## src/rtl/alarm_ring.sv

```systemverilog
// Alarm ring and hourly chime controller: compares the running BCD time with the
// stored alarm, rings for RING_SEC seconds on a match and chimes the hour count on whole hours.
module alarm_ring #(
    parameter int TONE_DIV     = 25000,
    parameter int RING_SEC     = 60,
    parameter int BEEP_ON_CYC  = 10000000,
    parameter int BEEP_OFF_CYC = 15000000
) (
    input  logic       clk,
    input  logic       rst,
    input  logic       tick_1hz,
    input  logic [7:0] cur_hour,
    input  logic [7:0] cur_minute,
    input  logic [7:0] cur_second,
    input  logic [7:0] alarm_hour,
    input  logic [7:0] alarm_minute,
    input  logic       alarm_en,
    input  logic       key_stop,
    output logic       buzzer,
    output logic       ringing,
    output logic       chiming
);

    localparam int SEC_W   = $clog2(RING_SEC + 1);
    localparam int CYC_MAX = (BEEP_ON_CYC > BEEP_OFF_CYC) ? BEEP_ON_CYC : BEEP_OFF_CYC;
    localparam int CYC_W   = $clog2(CYC_MAX + 1);
    localparam int TONE_W  = $clog2(TONE_DIV + 1);

    localparam logic [SEC_W-1:0]  SEC_LOAD  = SEC_W'(RING_SEC);
    localparam logic [CYC_W-1:0]  ON_LAST   = CYC_W'(BEEP_ON_CYC - 1);
    localparam logic [CYC_W-1:0]  OFF_LAST  = CYC_W'(BEEP_OFF_CYC - 1);
    localparam logic [TONE_W-1:0] TONE_LAST = TONE_W'(TONE_DIV - 1);

    typedef enum logic [1:0] {
        ST_IDLE  = 2'd0,
        ST_RING  = 2'd1,
        ST_CHIME = 2'd2
    } state_t;

    state_t            state_q, state_d;
    logic [SEC_W-1:0]  sec_q, sec_d;
    logic [3:0]        beep_q, beep_d;
    logic [CYC_W-1:0]  cyc_q, cyc_d;
    logic              phase_on_q, phase_on_d;
    logic [TONE_W-1:0] tone_q, tone_d;
    logic              buzzer_q, buzzer_d;

    logic key_s1, key_s2, key_s3;
    logic stop_pulse;
    logic a_match, h_match, a_d, h_d, a_evt, h_evt;
    logic gate_q, gate_d;

    // Beep count on a 12-hour dial: hour 0 and 12 both give twelve beeps.
    function automatic logic [3:0] chime_count(input logic [7:0] h);
        logic [6:0] bin;
        logic [6:0] m;
        bin = 7'(h[7:4]) * 7'd10 + 7'(h[3:0]);
        m   = bin % 7'd12;
        chime_count = (m == 7'd0) ? 4'd12 : m[3:0];
    endfunction

    assign stop_pulse = key_s3 & ~key_s2;

    assign a_match = alarm_en & (cur_hour == alarm_hour) & (cur_minute == alarm_minute)
                   & (cur_second == 8'h00);
    assign h_match = (cur_minute == 8'h00) & (cur_second == 8'h00);
    assign a_evt   = a_match & ~a_d;
    assign h_evt   = h_match & ~h_d;

    // Match history resets high so a match already present at reset release is not an event.
    always_ff @(posedge clk) begin
        if (rst) begin
            key_s1 <= 1'b1;
            key_s2 <= 1'b1;
            key_s3 <= 1'b1;
            a_d    <= 1'b1;
            h_d    <= 1'b1;
        end else begin
            key_s1 <= key_stop;
            key_s2 <= key_s1;
            key_s3 <= key_s2;
            a_d    <= a_match;
            h_d    <= h_match;
        end
    end

    always_ff @(posedge clk) begin
        if (rst) begin
            state_q    <= ST_IDLE;
            sec_q      <= '0;
            beep_q     <= '0;
            cyc_q      <= '0;
            phase_on_q <= 1'b0;
            tone_q     <= '0;
            buzzer_q   <= 1'b0;
        end else begin
            state_q    <= state_d;
            sec_q      <= sec_d;
            beep_q     <= beep_d;
            cyc_q      <= cyc_d;
            phase_on_q <= phase_on_d;
            tone_q     <= tone_d;
            buzzer_q   <= buzzer_d;
        end
    end

    always_comb begin
        state_d    = state_q;
        sec_d      = sec_q;
        beep_d     = beep_q;
        cyc_d      = cyc_q;
        phase_on_d = phase_on_q;
        case (state_q)
            ST_IDLE: begin
                if (stop_pulse) begin
                    state_d = ST_IDLE;
                end else if (a_evt) begin
                    state_d = ST_RING;
                    sec_d   = SEC_LOAD;
                end else if (h_evt) begin
                    state_d    = ST_CHIME;
                    beep_d     = chime_count(cur_hour);
                    phase_on_d = 1'b1;
                    cyc_d      = '0;
                end
            end
            ST_RING: begin
                if (stop_pulse || !alarm_en) begin
                    state_d = ST_IDLE;
                    sec_d   = '0;
                end else if (tick_1hz) begin
                    if (sec_q <= SEC_W'(1)) begin
                        state_d = ST_IDLE;
                        sec_d   = '0;
                    end else begin
                        sec_d = sec_q - SEC_W'(1);
                    end
                end
            end
            ST_CHIME: begin
                if (stop_pulse) begin
                    state_d    = ST_IDLE;
                    beep_d     = '0;
                    cyc_d      = '0;
                    phase_on_d = 1'b0;
                end else if (a_evt) begin
                    state_d    = ST_RING;
                    sec_d      = SEC_LOAD;
                    beep_d     = '0;
                    cyc_d      = '0;
                    phase_on_d = 1'b0;
                end else if (phase_on_q) begin
                    if (cyc_q == ON_LAST) begin
                        cyc_d      = '0;
                        phase_on_d = 1'b0;
                    end else begin
                        cyc_d = cyc_q + CYC_W'(1);
                    end
                end else if (cyc_q == OFF_LAST) begin
                    cyc_d = '0;
                    if (beep_q <= 4'd1) begin
                        state_d = ST_IDLE;
                        beep_d  = '0;
                    end else begin
                        beep_d     = beep_q - 4'd1;
                        phase_on_d = 1'b1;
                    end
                end else begin
                    cyc_d = cyc_q + CYC_W'(1);
                end
            end
            default: state_d = ST_IDLE;
        endcase
    end

    assign gate_q = (state_q == ST_RING) | ((state_q == ST_CHIME) & phase_on_q);
    assign gate_d = (state_d == ST_RING) | ((state_d == ST_CHIME) & phase_on_d);

    // Ungating is taken from the next state so the buzzer is silent on the first cycle out
    // of a tone; the divider restarts from zero on the first gated cycle.
    always_comb begin
        tone_d   = tone_q;
        buzzer_d = buzzer_q;
        if (!gate_d) begin
            tone_d   = '0;
            buzzer_d = 1'b0;
        end else if (!gate_q) begin
            tone_d = '0;
        end else if (tone_q == TONE_LAST) begin
            tone_d   = '0;
            buzzer_d = ~buzzer_q;
        end else begin
            tone_d = tone_q + TONE_W'(1);
        end
    end

    assign buzzer  = buzzer_q;
    assign ringing = (state_q == ST_RING);
    assign chiming = (state_q == ST_CHIME);

endmodule

```

## config.mk

```make
export PLATFORM = sky130hd
export DESIGN_NAME = alarm_ring
export DESIGN_NICKNAME = d
export VERILOG_FILES = /design/src/rtl/alarm_ring.sv
export SDC_FILE = /design/constraint.sdc
export NUM_CORES = 1
export LEC_CHECK = 0
export ABC_AREA = 1
export CAP_MARGIN = 20
export CORE_MARGIN = 4
export CORE_UTILIZATION = 60
export DETAILED_ROUTE_END_ITERATION = 8
export DONT_BUFFER_PORTS = 1
export HOLD_SLACK_MARGIN = 0.03
export PLACE_DENSITY = 0.74
export RECOVER_POWER = 50
export SLEW_MARGIN = 30
export SYNTH_ARGS = -nofsm -noshare
export SYNTH_HDL_FRONTEND = slang
export SYNTH_SLANG_ARGS = --single-unit
```

## constraint.sdc

```tcl
create_clock -name clk -period 3.3 [get_ports clk]
set_input_delay 0.165 -clock clk [delete_from_list [all_inputs] [get_ports clk]]
set_output_delay 0.165 -clock clk [all_outputs]
set_load 0.03 [all_outputs]
```

==> results.cfg, run 1 <==
[clock_network]
cts_resized = 0
cts_made_buffers = 9
clk_pin_slew_ns = 0.08
cts_num_sinks = 58
post_cts_buffers = 0
cts_buffer_depth = 2
h-tree-depth = 3
cts_tree = done
clock_latency_ns = 0.34
root_buffer = clkbuf_8

[power_and_ir_drop]
pwr-share-comb_pct = 11.7
p_switching_mw = 0.449
peakVddDrop_uv = 209
power_density_nw_per_um2 = 391
cellLeakagePower_nw = 1.80
power_frac_seq_pct = 40.5
sw_frac_of_total_pct = 25.9
intPower_mw = 1.29
clock_power_share_pct = 47.8

[global_route]
grt_pass1_wl_mm = 16.1
grt_max_degree = 24
gr-usage-all-layers_pct = 23.1
antenna_found_initial = 0
grt-ovfl-total = 0
grt_pass1_vias = 3566

[worst_setup_path]
cp_num_buf_inv = 2
slowest_stage = nor4_1
path_cells = ha_1 > nand3_1 > inv_1 > nand3_1 > nor4_1 > nand3_2 > nand2_1 > nor2_1 > o21ai_2 > buf_4 > nor3_1
r2r_end = cyc_q[22]
max_stage_delay_ns = 0.41
rr_startpoint = cyc_q[0]
crit_path_max_fanout = 7
critPathArrivalTime_ns = 2.87
cp-end-kind = flip-flop
crit_family = simple AND/OR/NAND/NOR gates
startpoint = cyc_q[0]
cp_common_cell = nand3_1
cp-endpoint = cyc_q[22]
worstRegToRegCells = 11
critical_path_class = reg2reg
required_ns = 3.53
crit_cells = 11
start_kind = flip-flop
timing.reg2reg.setup_slack_ns = 0.65

[flow_run]
cap_violations = 0

[yosys]
synth_top_area_cell = dfxtp_1
synth_edf_count = 0
synth_cell_type_count = 46
ys_seq_area_share_pct = 28.0
yosysTopAreaCellShare_pct = 28.0
syn_avg_cell_area_um2 = 6.64
yosysMostFrequentCell = nand2_1
synth_area_leaders = dfxtp_1 (28%), nand2_1 (12%), inv_1 (8.3%), nand3_1 (6.1%), nor2_1 (6.1%)
synthFlopType = dfxtp_1
yosys_register_bits = 58
async_flop_share_pct = 0
netlist_top_cells_count = nand2_1 (129), inv_1 (92), nor2_1 (68)
synthesis.area_um2 = 4150
synthCells = 626
synth_fp_nets = 685
yosysWarnings = 0

[finish]
fin_cells = 719
post-route-util_pct = 65.6
areaGrowthSynthToFinish_pct = 6.75
stdcell_area_um2 = 4430
final_nets = 693
diodes = 0
layout-drive-gt1-share_pct = 8.61

[placement]
dp_hpwl_mm = 7.27
io_buffers = 0
postPlaceCellArea_um2 = 4210
place_inst = 700
place_congestion = 0.904

[sta]
tns_ns = 0
hold_viol_final = 0
fin_crit_sh_pct = 80.2
slew_headroom_pct = 49.4
whs_ns = 0.0394
rsz0062_at_grt = no
slew_violations = 0
tightest_slew_ns = 0.758
finalCriticalPeriod_ns = 2.65
setup_viol = 0
finClkSkew_ns = 0.00825
fmax_mhz = 378

[drt]
avgRoutedWirePerCell_um = 13.2
drc_errors = 0
ant_nets = 0
routed_wirelength_mm = 9.51
routed-via-count = 4026
dr.first_iter.drc_count = 260
drt-pass1-iter-count = 5
vias_per_cell = 5.60

[floorplan]
coreArea_um2 = 6760
rows = 30
fp.dieW_um = 91.2
dieArea_um2 = 8320
ioPinCount = 48
start_util_pct = 61.5
die-height_um = 91.2

[worst_hold_path]
hold_path.class = in2reg

[status]
status = complete, no violations
==> layer usage <==
metal | routed length, um | global-route usage (%) | vias up
li1 | - | - | 2081
met1 | 4500 | 30.6 | 1837
met2 | 4470 | 37.3 | 98
met3 | 453 | 5.14 | 10
met4 | 89 | 7.04 | 0
met5 | 0 | 0 | -
==> worst register-to-register path, stage by stage, from the launching register on <==
cell and delay (ns):
dfxtp_1 0.36, ha_1 0.20, nand3_1 0.16, inv_1 0.13
nand3_1 0.19, nor4_1 0.41, nand3_2 0.12, nand2_1 0.20
nor2_1 0.16, o21ai_2 0.31, buf_4 0.23, nor3_1 0.06
==> state kept, by name, indices dropped and copies added, names as in the netlist <==
register,count
cyc_q,24
tone_q,15
sec_q,6
beep_q,4
state_q,2
a_d,1
buzzer,1
h_d,1
key_s1,1
key_s2,1
key_s3,1
phase_on_q,1
==> worst min-delay path by stage <==
stage | from | endpoint | slack (ns) | cells after the start
2_1_floorplan | key_stop | key_s1 | 0.27 | 1
3_3_place_gp | rst | state_q[0] | 0.24 | 1
3_5_place_dp | rst | cyc_q[23] | 0.24 | 1
4_1_cts | cur_minute[6] | h_d | 0.03 | 3
5_1_grt | cur_minute[6] | h_d | 0.05 | 3
6_report | cur_minute[4] | h_d | 0.04 | 3
==> cell type report <==
type                       instances  area (um2)
clock buffer                       9         124
clock inverter                     7         125
fill                             648        2320
inverter                          99         372
multi-input combinational        461        2510
sequential                        58        1160
tap                               80         100
timing repair buffer               5        41.3
==> kinds of logic after synthesis <==
group | share of synthesized area, %
and+or+nand+nor | 41.6
buffers and inverters | 10.4
AOI/OAI and AO/OA | 8.52
DFF | 28.0
xor gates and xnor gates | 6.93
adders and majority gates | 4.58
==> power by group through the flow <==
stage	clock [mW]	combinational, mW	sequential [mW]
final	0.829	0.203	0.703
after global routing	0.877	0.234	0.703
after CTS	0.842	0.202	0.703
after detailed placement	0	0.196	0.719
after global placement	0	0.190	0.719
after floorplan	0	0.167	0.719
==> stage by stage <==
step	power [mW]	setup WS (ns)
floorplan	0.886	0.796
global placement	0.910	0.673
detailed placement	0.915	0.567
CTS	1.75	0.915
global route	1.81	0.366
finish	1.74	0.652
==> cell usage in the layout, fill, tap and decap left out, types with 4 or more instances in the layout <==
| master | n |
|---|---|
| or2_2 | 6 |
| a21oi_1 | 26 |
| dfxtp_1 | 58 |
| a31oi_1 | 6 |
| o21ai_0 | 17 |
| clkbuf_8 | 9 |
| inv_2 | 6 |
| nand2_1 | 130 |
| nor2_1 | 70 |
| xor2_1 | 22 |
| nand3_1 | 54 |
| nand4_1 | 25 |
| nor2_2 | 8 |
| nor2_4 | 4 |
| ha_1 | 12 |
| inv_1 | 93 |
| nor3_1 | 27 |
| nor4_1 | 13 |
| xnor2_1 | 9 |
==> timing repair <==
action	in CTS	in global routing
setup endpoints to repair	0	0
endpoints found under the hold margin	10	0
hold buffers	3	0
Note: power is estimated with default switching activity, not from simulation.
==> run 2, diff against run 1 <==
==> constraint.sdc (replaced) <==
create_clock -name clk -period 2.5 [get_ports clk]
set_input_delay 0.125 -clock clk [delete_from_list [all_inputs] [get_ports clk]]
set_output_delay 0.125 -clock clk [all_outputs]
set_load 0.03 [all_outputs]
==> results.cfg, run 2 (synthesis results as in run 1) <==
[worst_setup_path]
timing.reg2reg.setup_slack_ns = 0.16
cp_num_buf_inv = 0
worstRegToRegCells = 11
path_cells = ha_1 > ha_1 > fa_1 > nand2_1 > nor2_1 > nand2_1 > nand2_1 > nand2_1 > nand2_1 > nand3_1 > nand2_1 > nand2_1 > nand2_1 > nand2_1 > o21ai_0 > nand2_1 > a21oi_2 > nor2_1 > nor2_1 > nor2_1
max_stage_delay_ns = 0.53
critPathArrivalTime_ns = 2.61
cp-end-kind = flip-flop
crit_path_max_fanout = 6
required_ns = 2.73
r2r_end = cyc_q[22]
start_kind = primary input
slowest_stage = fa_1
critical_path_class = in2reg
rr_startpoint = cyc_q[0]
cp_common_cell = nand2_1
crit_family = simple AND/OR/NAND/NOR gates

[drt]
dr.first_iter.drc_count = 186
avgRoutedWirePerCell_um = 13.3
ant_nets = 0
vias_per_cell = 5.57
routed-via-count = 4040
drc_errors = 0
drt-pass1-iter-count = 4
routed_wirelength_mm = 9.67

[power_and_ir_drop]
cellLeakagePower_nw = 1.83
peakVddDrop_uv = 331
power_density_nw_per_um2 = 456
total_power_mw = 2.04

[finish]
reg_top3 = cyc_q x24, tone_q x15, sec_q x6
final_common_cell = nand2_1
diodes = 0
regMostFlops = cyc_q
largest_reg_flops = 24
layout-drive-gt1-share_pct = 9.92
areaGrowthSynthToFinish_pct = 7.74
final_cell_mix = nand2_1 (130), inv_1 (93), nor2_1 (70)
final_nets = 700

[clock_network]
root_buffer = clkbuf_8
clk_pin_slew_ns = 0.06
cts_buffer_depth = 2
clock_latency_ns = 0.34
cts_tree = done
cts_made_buffers = 9
cts_num_sinks = 58
h-tree-depth = 3

[placement]
preCtsSetupSlack_ns = -0.199
dp_hpwl_mm = 7.48
io_buffers = 0
place_congestion = 0.947

[floorplan]
rows = 30
fp.dieW_um = 91.2
start_util_pct = 61.5
ioPinCount = 48
die-height_um = 91.2
dieArea_um2 = 8320
coreArea_um2 = 6760

[global_route]
grt-ovfl-total = 0
antenna_found_initial = 0
grt_pass1_wl_mm = 16.9
gr-usage-all-layers_pct = 24.0
grt_pass1_vias = 3872
grt_max_degree = 23

[sta]
tightest_slew_ns = 0.506
worst_slack_ns = 0.127
fin_crit_sh_pct = 94.9
slew_headroom_pct = 66.2
whs_ns = 0.0772
finalCriticalPeriod_ns = 2.37
fmax_mhz = 421
setup_viol = 0
rsz0062_at_grt = yes
hold_viol_final = 0
slew_violations = 0
finClkSkew_ns = 0.0113

[status]
status = complete, no violations

[worst_hold_path]
hold_start = rst
hold_path_depth = 2
hold_path.class = in2reg
hold-path-endpoint = h_d

[flow_run]
cap_violations = 0
run 2: cell types whose count changed in the layout (fill, tap and decap cells not counted), moves of 2 or more:
| cell | delta |
|---|---|
| nand3_2 | +2 |
| buf_4 | +5 |
| dlygate4sd3_1 | +2 |
| nor4_4 | +2 |
| clkinv_2 | +4 |
| bufinv_16 | -2 |
| clkinv_4 | -2 |
| nand3_1 | -3 |
run 2: report_power, final:
part / switching [mW] / total (mW) / leakage, nW / internal, mW
combinational: 0.177 / 0.288 / 1.27 / 0.111
sequential: 0.00107 / 0.929 / 0.468 / 0.927
clock: 0.376 / 0.824 / 0.0986 / 0.448
total: 0.554 / 2.04 / 1.83 / 1.49
run 2: final cells by class:
| cell class | count | area, um2 |
|---|---|---|
| Multi-Input combinational cell | 461 | 2560 |
| Timing Repair Buffer | 12 | 98.8 |
| Tap cell | 80 | 100 |
| Clock buffer | 9 | 124 |
| Inverter | 99 | 372 |
| Sequential cell | 58 | 1160 |
| Fill cell | 628 | 2280 |
| Clock inverter | 6 | 58.8 |
run 2: layer usage:
metal  global-route usage [%]  part of all wire, %
met1                     30.6                   45
met3                     6.13                  4.8
met2                     40.5                   49
met5                        0                    0
met4                     6.03                 0.95
run 2: metrics by stage:
step	setup TNS [ns]	std cells	utilization (%)	area (um2)
finish	0	725	66.2	4480
global route	-0.0949	725	66.2	4480
CTS	0	725	66.3	4480
detailed placement	-0.282	705	62.9	4250
global placement	-0.0411	705	62.9	4250
floorplan	0	626	-	4150
run 2: worst register-to-register path: stages (launching register included):
cell and delay, ns:
dfxtp_1 0.37, ha_1 0.23, nand3_2 0.13, inv_1 0.16
nand3_4 0.12, nor4_4 0.19, nand3_2 0.11, nand2_1 0.17
nor2_1 0.16, o21ai_2 0.29, buf_4 0.23, nor3_1 0.07
run 2: worst max path at each step:
stage                      startpoint  cells past startpoint         to
after floorplan           cur_hour[5]                     20  beep_q[2]
after global placement    cur_hour[5]                     20  beep_q[2]
after detailed placement  cur_hour[5]                     20  beep_q[2]
after CTS                    cyc_q[0]                     11  cyc_q[20]
after global routing      cur_hour[5]                     20  beep_q[2]
final                     cur_hour[5]                     20  beep_q[2]
run 2: timing repair:
item,CTS,global route
endpoints found under the setup margin,0,2
hold buffers,5,0
gates resized for setup,0,2
buffers inserted,0,0
endpoints found under the hold margin,10,0
